===== config.mk =====
export PLATFORM = sky130hd
export DESIGN_NAME = immed_gen_pipe
export DESIGN_NICKNAME = d
export VERILOG_FILES = /design/src/rtl/immed_gen_pkg.sv /design/src/rtl/immed_gen_pipe_skid.sv /design/src/rtl/immed_gen_pipe.sv
export SDC_FILE = /design/constraint.sdc
export NUM_CORES = 1
export LEC_CHECK = 0
export ABC_AREA = 1
export CAP_MARGIN = 20
export CELL_PAD_IN_SITES_DETAIL_PLACEMENT = 0
export CELL_PAD_IN_SITES_GLOBAL_PLACEMENT = 1
export CORE_UTILIZATION = 37
export CTS_CLUSTER_SIZE = 30
export DETAILED_ROUTE_END_ITERATION = 10
export GPL_ROUTABILITY_DRIVEN = 1
export PLACE_DENSITY_LB_ADDON = 0.1
export SETUP_SLACK_MARGIN = 0.02
export SYNTH_ARGS = -nofsm -noshare
export SYNTH_HDL_FRONTEND = slang
export SYNTH_SLANG_ARGS = --single-unit

===== constraint.sdc =====
create_clock -name CLK -period 5.2 [get_ports CLK]
set_input_delay 0.78 -clock CLK [delete_from_list [all_inputs] [get_ports CLK]]
set_output_delay 0.78 -clock CLK [all_outputs]
set_load 0.01 [all_outputs]

===== src/rtl/immed_gen_pkg.sv =====
// -----------------------------------------------------------------------------
// immed_gen_pkg
// Shared types and helpers for the OTTER immediate-generator pipeline:
//   imm_fmt_t    - immediate format tag carried with every result
//   pipe_state_t - occupancy state of the 2-entry skid buffer
//   imm_dec_t    - {format, 32-bit sign-extended immediate}
//   imm_decode() - opcode decode and RV32I immediate field assembly
// -----------------------------------------------------------------------------
package immed_gen_pkg;

    typedef enum logic [2:0] {
        FMT_NONE = 3'd0,
        FMT_I    = 3'd1,
        FMT_S    = 3'd2,
        FMT_B    = 3'd3,
        FMT_U    = 3'd4,
        FMT_J    = 3'd5
    } imm_fmt_t;

    localparam logic [6:0] OP_IMM    = 7'b0010011;
    localparam logic [6:0] OP_LOAD   = 7'b0000011;
    localparam logic [6:0] OP_JALR   = 7'b1100111;
    localparam logic [6:0] OP_SYSTEM = 7'b1110011;
    localparam logic [6:0] OP_STORE  = 7'b0100011;
    localparam logic [6:0] OP_BRANCH = 7'b1100011;
    localparam logic [6:0] OP_LUI    = 7'b0110111;
    localparam logic [6:0] OP_AUIPC  = 7'b0010111;
    localparam logic [6:0] OP_JAL    = 7'b1101111;

    typedef enum logic [1:0] {
        EMPTY = 2'd0,
        BUSY  = 2'd1,
        FULL  = 2'd2
    } pipe_state_t;

    typedef struct packed {
        imm_fmt_t    fmt;
        logic [31:0] imm;
    } imm_dec_t;

    // Selects the one immediate that the opcode implies and sign-extends it
    // from instr[31] to 32 bits. Unknown opcodes yield FMT_NONE with zero.
    function automatic imm_dec_t imm_decode(input logic [31:0] instr);
        imm_dec_t r;
        r.fmt = FMT_NONE;
        r.imm = '0;
        case (instr[6:0])
            OP_IMM, OP_LOAD, OP_JALR, OP_SYSTEM: begin
                r.fmt = FMT_I;
                r.imm = {{20{instr[31]}}, instr[31:20]};
            end
            OP_STORE: begin
                r.fmt = FMT_S;
                r.imm = {{20{instr[31]}}, instr[31:25], instr[11:7]};
            end
            OP_BRANCH: begin
                r.fmt = FMT_B;
                r.imm = {{19{instr[31]}}, instr[31], instr[7], instr[30:25],
                         instr[11:8], 1'b0};
            end
            OP_LUI, OP_AUIPC: begin
                r.fmt = FMT_U;
                r.imm = {instr[31:12], 12'b0};
            end
            OP_JAL: begin
                r.fmt = FMT_J;
                r.imm = {{11{instr[31]}}, instr[31], instr[19:12], instr[20],
                         instr[30:21], 1'b0};
            end
            default: begin
                r.fmt = FMT_NONE;
                r.imm = '0;
            end
        endcase
        return r;
    endfunction

endpackage


===== src/rtl/immed_gen_pipe_skid.sv =====
// -----------------------------------------------------------------------------
// immed_skid_buf
// Generic 2-entry valid/ready skid buffer. The main register drives the
// output; the skid register catches the one extra word that can arrive in
// the cycle the consumer stalls. in_ready_o comes from registered state only.
// Ports:
//   clk_i, rst_i (async, active-high)
//   in_valid_i / in_ready_o / in_data_i    - upstream handshake and payload
//   out_valid_o / out_ready_i / out_data_o - downstream handshake and payload
// Parameter: W - payload width.
// -----------------------------------------------------------------------------
module immed_skid_buf
    import immed_gen_pkg::*;
#(
    parameter int W = 8
) (
    input  logic         clk_i,
    input  logic         rst_i,
    input  logic         in_valid_i,
    output logic         in_ready_o,
    input  logic [W-1:0] in_data_i,
    output logic         out_valid_o,
    input  logic         out_ready_i,
    output logic [W-1:0] out_data_o
);

    pipe_state_t  state_q, state_d;
    logic [W-1:0] main_q, main_d;
    logic [W-1:0] skid_q, skid_d;
    logic         in_fire, out_fire;

    assign in_ready_o  = (state_q != FULL);
    assign out_valid_o = (state_q != EMPTY);
    assign out_data_o  = main_q;
    assign in_fire     = in_valid_i & in_ready_o;
    assign out_fire    = out_valid_o & out_ready_i;

    always_ff @(posedge clk_i or posedge rst_i) begin
        if (rst_i) begin
            state_q <= EMPTY;
            main_q  <= '0;
            skid_q  <= '0;
        end else begin
            state_q <= state_d;
            main_q  <= main_d;
            skid_q  <= skid_d;
        end
    end

    always_comb begin
        state_d = state_q;
        main_d  = main_q;
        skid_d  = skid_q;
        case (state_q)
            EMPTY: begin
                if (in_fire) begin
                    state_d = BUSY;
                    main_d  = in_data_i;
                end
            end
            BUSY: begin
                if (in_fire && out_fire) begin
                    main_d = in_data_i;
                end else if (in_fire) begin
                    // Consumer stalled: park the new word behind the head.
                    state_d = FULL;
                    skid_d  = in_data_i;
                end else if (out_fire) begin
                    state_d = EMPTY;
                end
            end
            FULL: begin
                if (out_fire) begin
                    state_d = BUSY;
                    main_d  = skid_q;
                end
            end
            default: state_d = EMPTY;
        endcase
    end

endmodule


===== src/rtl/immed_gen_pipe.sv =====
// -----------------------------------------------------------------------------
// immed_gen_pipe
// Registered RISC-V immediate generator with valid/ready on both sides.
// Decode is combinational on the input side; the result is registered in a
// 2-entry skid buffer, giving exactly one cycle of latency and lossless
// back-pressure.
// Ports:
//   CLK, RST (async, active-high)
//   IN_VALID / IN_READY, INSTR, PC_IN   - instruction in
//   OUT_VALID / OUT_READY               - result handshake
//   IMMED, IMM_TYPE, PC_OUT             - sign-extended immediate, format, PC
//   BR_TARGET                           - PC + IMMED for B/J formats
// Optional feature macro: IMMGEN_BTARGET_EN adds BR_TARGET and its adder.
// Parameter: XLEN (32 or 64).
// -----------------------------------------------------------------------------
module immed_gen_pipe
    import immed_gen_pkg::*;
#(
    parameter int XLEN = 32
) (
    input  logic            CLK,
    input  logic            RST,
    input  logic            IN_VALID,
    output logic            IN_READY,
    input  logic [31:0]     INSTR,
    input  logic [XLEN-1:0] PC_IN,
    output logic            OUT_VALID,
    input  logic            OUT_READY,
    output logic [XLEN-1:0] IMMED,
    output logic [2:0]      IMM_TYPE,
    output logic [XLEN-1:0] PC_OUT
`ifdef IMMGEN_BTARGET_EN
    ,
    output logic [XLEN-1:0] BR_TARGET
`endif
);

    imm_dec_t        dec;
    logic [XLEN-1:0] imm_ext;

    assign dec     = imm_decode(INSTR);
    // The 32-bit immediate is already sign-extended from INSTR[31]; widen it.
    assign imm_ext = XLEN'($signed(dec.imm));

`ifdef IMMGEN_BTARGET_EN
    localparam int PW = 3 + 3 * XLEN;
    logic [XLEN-1:0] bt_in;

    always_comb begin
        bt_in = '0;
        if (dec.fmt == FMT_B || dec.fmt == FMT_J) begin
            bt_in = PC_IN + imm_ext;
        end
    end
`else
    localparam int PW = 3 + 2 * XLEN;
`endif

    logic [PW-1:0] pay_in, pay_out;

`ifdef IMMGEN_BTARGET_EN
    assign pay_in = {dec.fmt, imm_ext, PC_IN, bt_in};
    assign {IMM_TYPE, IMMED, PC_OUT, BR_TARGET} = pay_out;
`else
    assign pay_in = {dec.fmt, imm_ext, PC_IN};
    assign {IMM_TYPE, IMMED, PC_OUT} = pay_out;
`endif

    immed_skid_buf #(
        .W (PW)
    ) u_skid (
        .clk_i       (CLK),
        .rst_i       (RST),
        .in_valid_i  (IN_VALID),
        .in_ready_o  (IN_READY),
        .in_data_i   (pay_in),
        .out_valid_o (OUT_VALID),
        .out_ready_i (OUT_READY),
        .out_data_o  (pay_out)
    );

endmodule


==> flow_summary.yaml <==
clocking:
  cts_buffers: 17
  ctsHtreeMaxLevel: 4
  clk_latency_ns: 0.42
  cts.clk_slew.worst_paths_ns: 0.06
  postCtsSetupBuffers: 0
  clockBufferDepth: 2
  numClockSinks: 136
  hold_buffers: 0
  ctsResizeCount: 0
  cts_tree: "done"
  cts_root_buf: "clkbuf_16"
synth:
  synthAdderAreaFrac: 0
  syn_nets: 923
  synth_compound_area_frac: 0.0880
  ys_seq_elements: 136
  synthSimpleGateAreaFrac: 0.328
  synth_area_leaders: "dfrtp_1, nand2_1, nor2_1, a31oi_1, nand3_1"
  synthMuxAreaShare: 0
  synth_top_family_by_area: "simple AND/OR/NAND/NOR gates"
  yosysSeqAreaShare: 0.517
  ys.warnings.count: 0
  netlist_area_um2: 6590
  netlist_instances: 855
  syn-mean-instance-area_um2: 7.70
  synth.distinct_cells: 25
  synth_top_area_frac: 0.517
  yosys.area.top_type: "dfrtp_1"
  synth_xor_area_frac: 0
floorplan:
  core_area_um2: 17400
  start_util: 0.379
  die_w_um: 135
  die_area_um2: 18300
  die_y_um: 135
  ios: 137
  fp-row-count: 48
pwr:
  p_leak_nw: 4.23
  irDropWorstVdd_mv: 0.276
  pwr_density_cell_nw_per_um2: 425
worst_setup_path:
  end_kind: "register"
  start_kind: "input port"
  cp-endpoint: "u_skid.out_data_o[52]"
  worst-r2r-setup-slack_ns: 3.05
  r2r_cells: 6
  crit_type: "input port to register"
  reg2reg_from: "u_skid.state_q[0]"
  critical_path.max_fanout: 38
  r2r-end: "u_skid.out_data_o[65]"
  required_ns: 5.56
  crit_path_start: "INSTR[1]"
  crit_arrival_ns: 3.19
finish:
  design_area_um2: 8620
  nets: 1031
  antenna_cells: 0
  drive_gt1_frac: 0.0738
  area_growth_pct: 30.9
routing:
  drc_errors: 0
  avgRoutedWirePerCell_um: 14.4
  vias: 5806
  wl_um: 17300
  dr.pass1.iters: 5
  antenna_left: 0
  dr.first_iter.drc_count: 345
  avgViaCountPerCell: 4.83
sta:
  finalClockSkew_ns: 0.00782
  fin_crit_sh: 0.544
  period_minus_slack_ns: 2.83
  setup_viol: 0
  max_slew_margin: 0.414
  hold_viol_final: 0
  clock.fmax_mhz: 353
  timing.setup.tns_ns: 0
  tightest_slew_ns: 0.879
  grt_setup_unrepaired: "no"
  slew_violations: 0
place:
  dpl_cell_area_um2: 8000
  gp_congestion: 0.796
  hpwl_um: 10800
  io_buffers: 136
run_status:
  status: "finished clean"
global_routing:
  grt_max_degree: 96
  grt_pass1_wl_um: 28500
  antenna_found_initial: 0
  grt_pass1_vias: 5463
  grt_usage: 0.200
  overflow: 0
hold_path:
  hold_class: "register to register"
flow_run:
  maxCapViolCount: 0
## through the flow
step            util  setup WS, ns  cells  total power [mW]  hold slack [ns]
6_report       0.497          2.37   1201              3.66            0.469
5_1_grt        0.497          2.04   1201              3.89            0.495
4_1_cts        0.494          1.99   1199              3.70            0.474
3_5_place_dp   0.461          1.94   1167              2.50            0.459
3_3_place_gp   0.461          2.02   1167              2.47            0.454
2_1_floorplan      -         0.781    855              2.05            0.442
## synthesized netlist by cell type
cell / number
o31ai_1: 1
nor2_4: 1
nor2_8: 1
nand2_4: 1
buf_4: 5
a31oi_2: 10
inv_2: 8
o21ai_0: 10
nand3_1: 63
buf_6: 4
inv_1: 35
buf_1: 4
nor2_2: 2
o21ai_1: 3
clkbuf_1: 13
nor3_2: 1
a31oi_1: 51
a21oi_1: 11
buf_2: 27
nand2_1: 325
nand2_2: 6
dfrtp_1: 136
nand3_2: 2
nor2_1: 134
o211ai_1: 1
## area by class of cell
| cell class | count | area (um2) |
|---|---|---|
| clock inverter | 14 | 136 |
| sequential | 136 | 3400 |
| clock buffer | 18 | 439 |
| multi-input combinational | 623 | 2750 |
| inverter | 43 | 166 |
| timing repair buffer | 142 | 1440 |
| fill | 1668 | 8740 |
| tap | 225 | 282 |
## critical path, cell delays in order
cell and delay [ns]:
clkdlybuf4s50_1 0.47, nand2_2 0.09, nor2_2 0.59, nand2_1 0.27
nand3_2 0.14, nand2_2 0.46, nand3_1 0.24, nand2_1 0.07
nand2_1 0.05
## kinds of logic after synthesis
logic type / count (synthesis)
compound gates: 87
buf+inv: 96
flops: 136
simple gates: 536
## metal layers
layer	up-vias	share of wire	global-route usage
li1	2932	-	-
met5	-	0	0
met3	19	0.046	0.0430
met2	122	0.46	0.307
met1	2733	0.48	0.278
met4	0	0.015	0.0680
## worst min-delay path by stage
| stage | to | from | cells past startpoint |
|---|---|---|---|
| 2_1_floorplan | u_skid.skid_q[0] | u_skid.skid_q[0] | 2 |
| 3_3_place_gp | u_skid.skid_q[9] | u_skid.skid_q[9] | 2 |
| 3_5_place_dp | u_skid.skid_q[11] | u_skid.skid_q[11] | 2 |
| 4_1_cts | u_skid.skid_q[8] | u_skid.skid_q[8] | 2 |
| 5_1_grt | u_skid.skid_q[2] | u_skid.skid_q[2] | 2 |
| 6_report | u_skid.skid_q[8] | u_skid.skid_q[8] | 2 |
## cells in the final DEF, fill, tap and decap left out, types with 2 or more instances in the layout
| master | n |
|---|---|
| o21ai_0 | 10 |
| nor2_2 | 2 |
| clkdlybuf4s50_1 | 136 |
| o21ai_1 | 3 |
| nand2_2 | 6 |
| nand2_1 | 324 |
| nand3_2 | 2 |
| a31oi_2 | 10 |
| nand2_4 | 2 |
| buf_4 | 4 |
| nand3_1 | 63 |
| inv_2 | 8 |
| dfrtp_1 | 136 |
| a21oi_1 | 11 |
| inv_6 | 7 |
| clkinvlp_4 | 3 |
| clkbuf_16 | 17 |
| a31oi_1 | 51 |
| clkinv_4 | 3 |
| inv_1 | 34 |
| nor2_1 | 134 |
## power by group
| part | internal [mW] | switching, mW |
|---|---|---|
| clock network | 0.681 | 0.504 |
| registers | 1.37 | 0.170 |
| logic | 0.465 | 0.472 |
## flip-flops by register name, indices dropped and copies added (netlist names)
signal / flops
u_skid.out_data_o: 67
u_skid.state_q: 2
u_skid.skid_q: 67
Power figures use the tool's default switching activity.
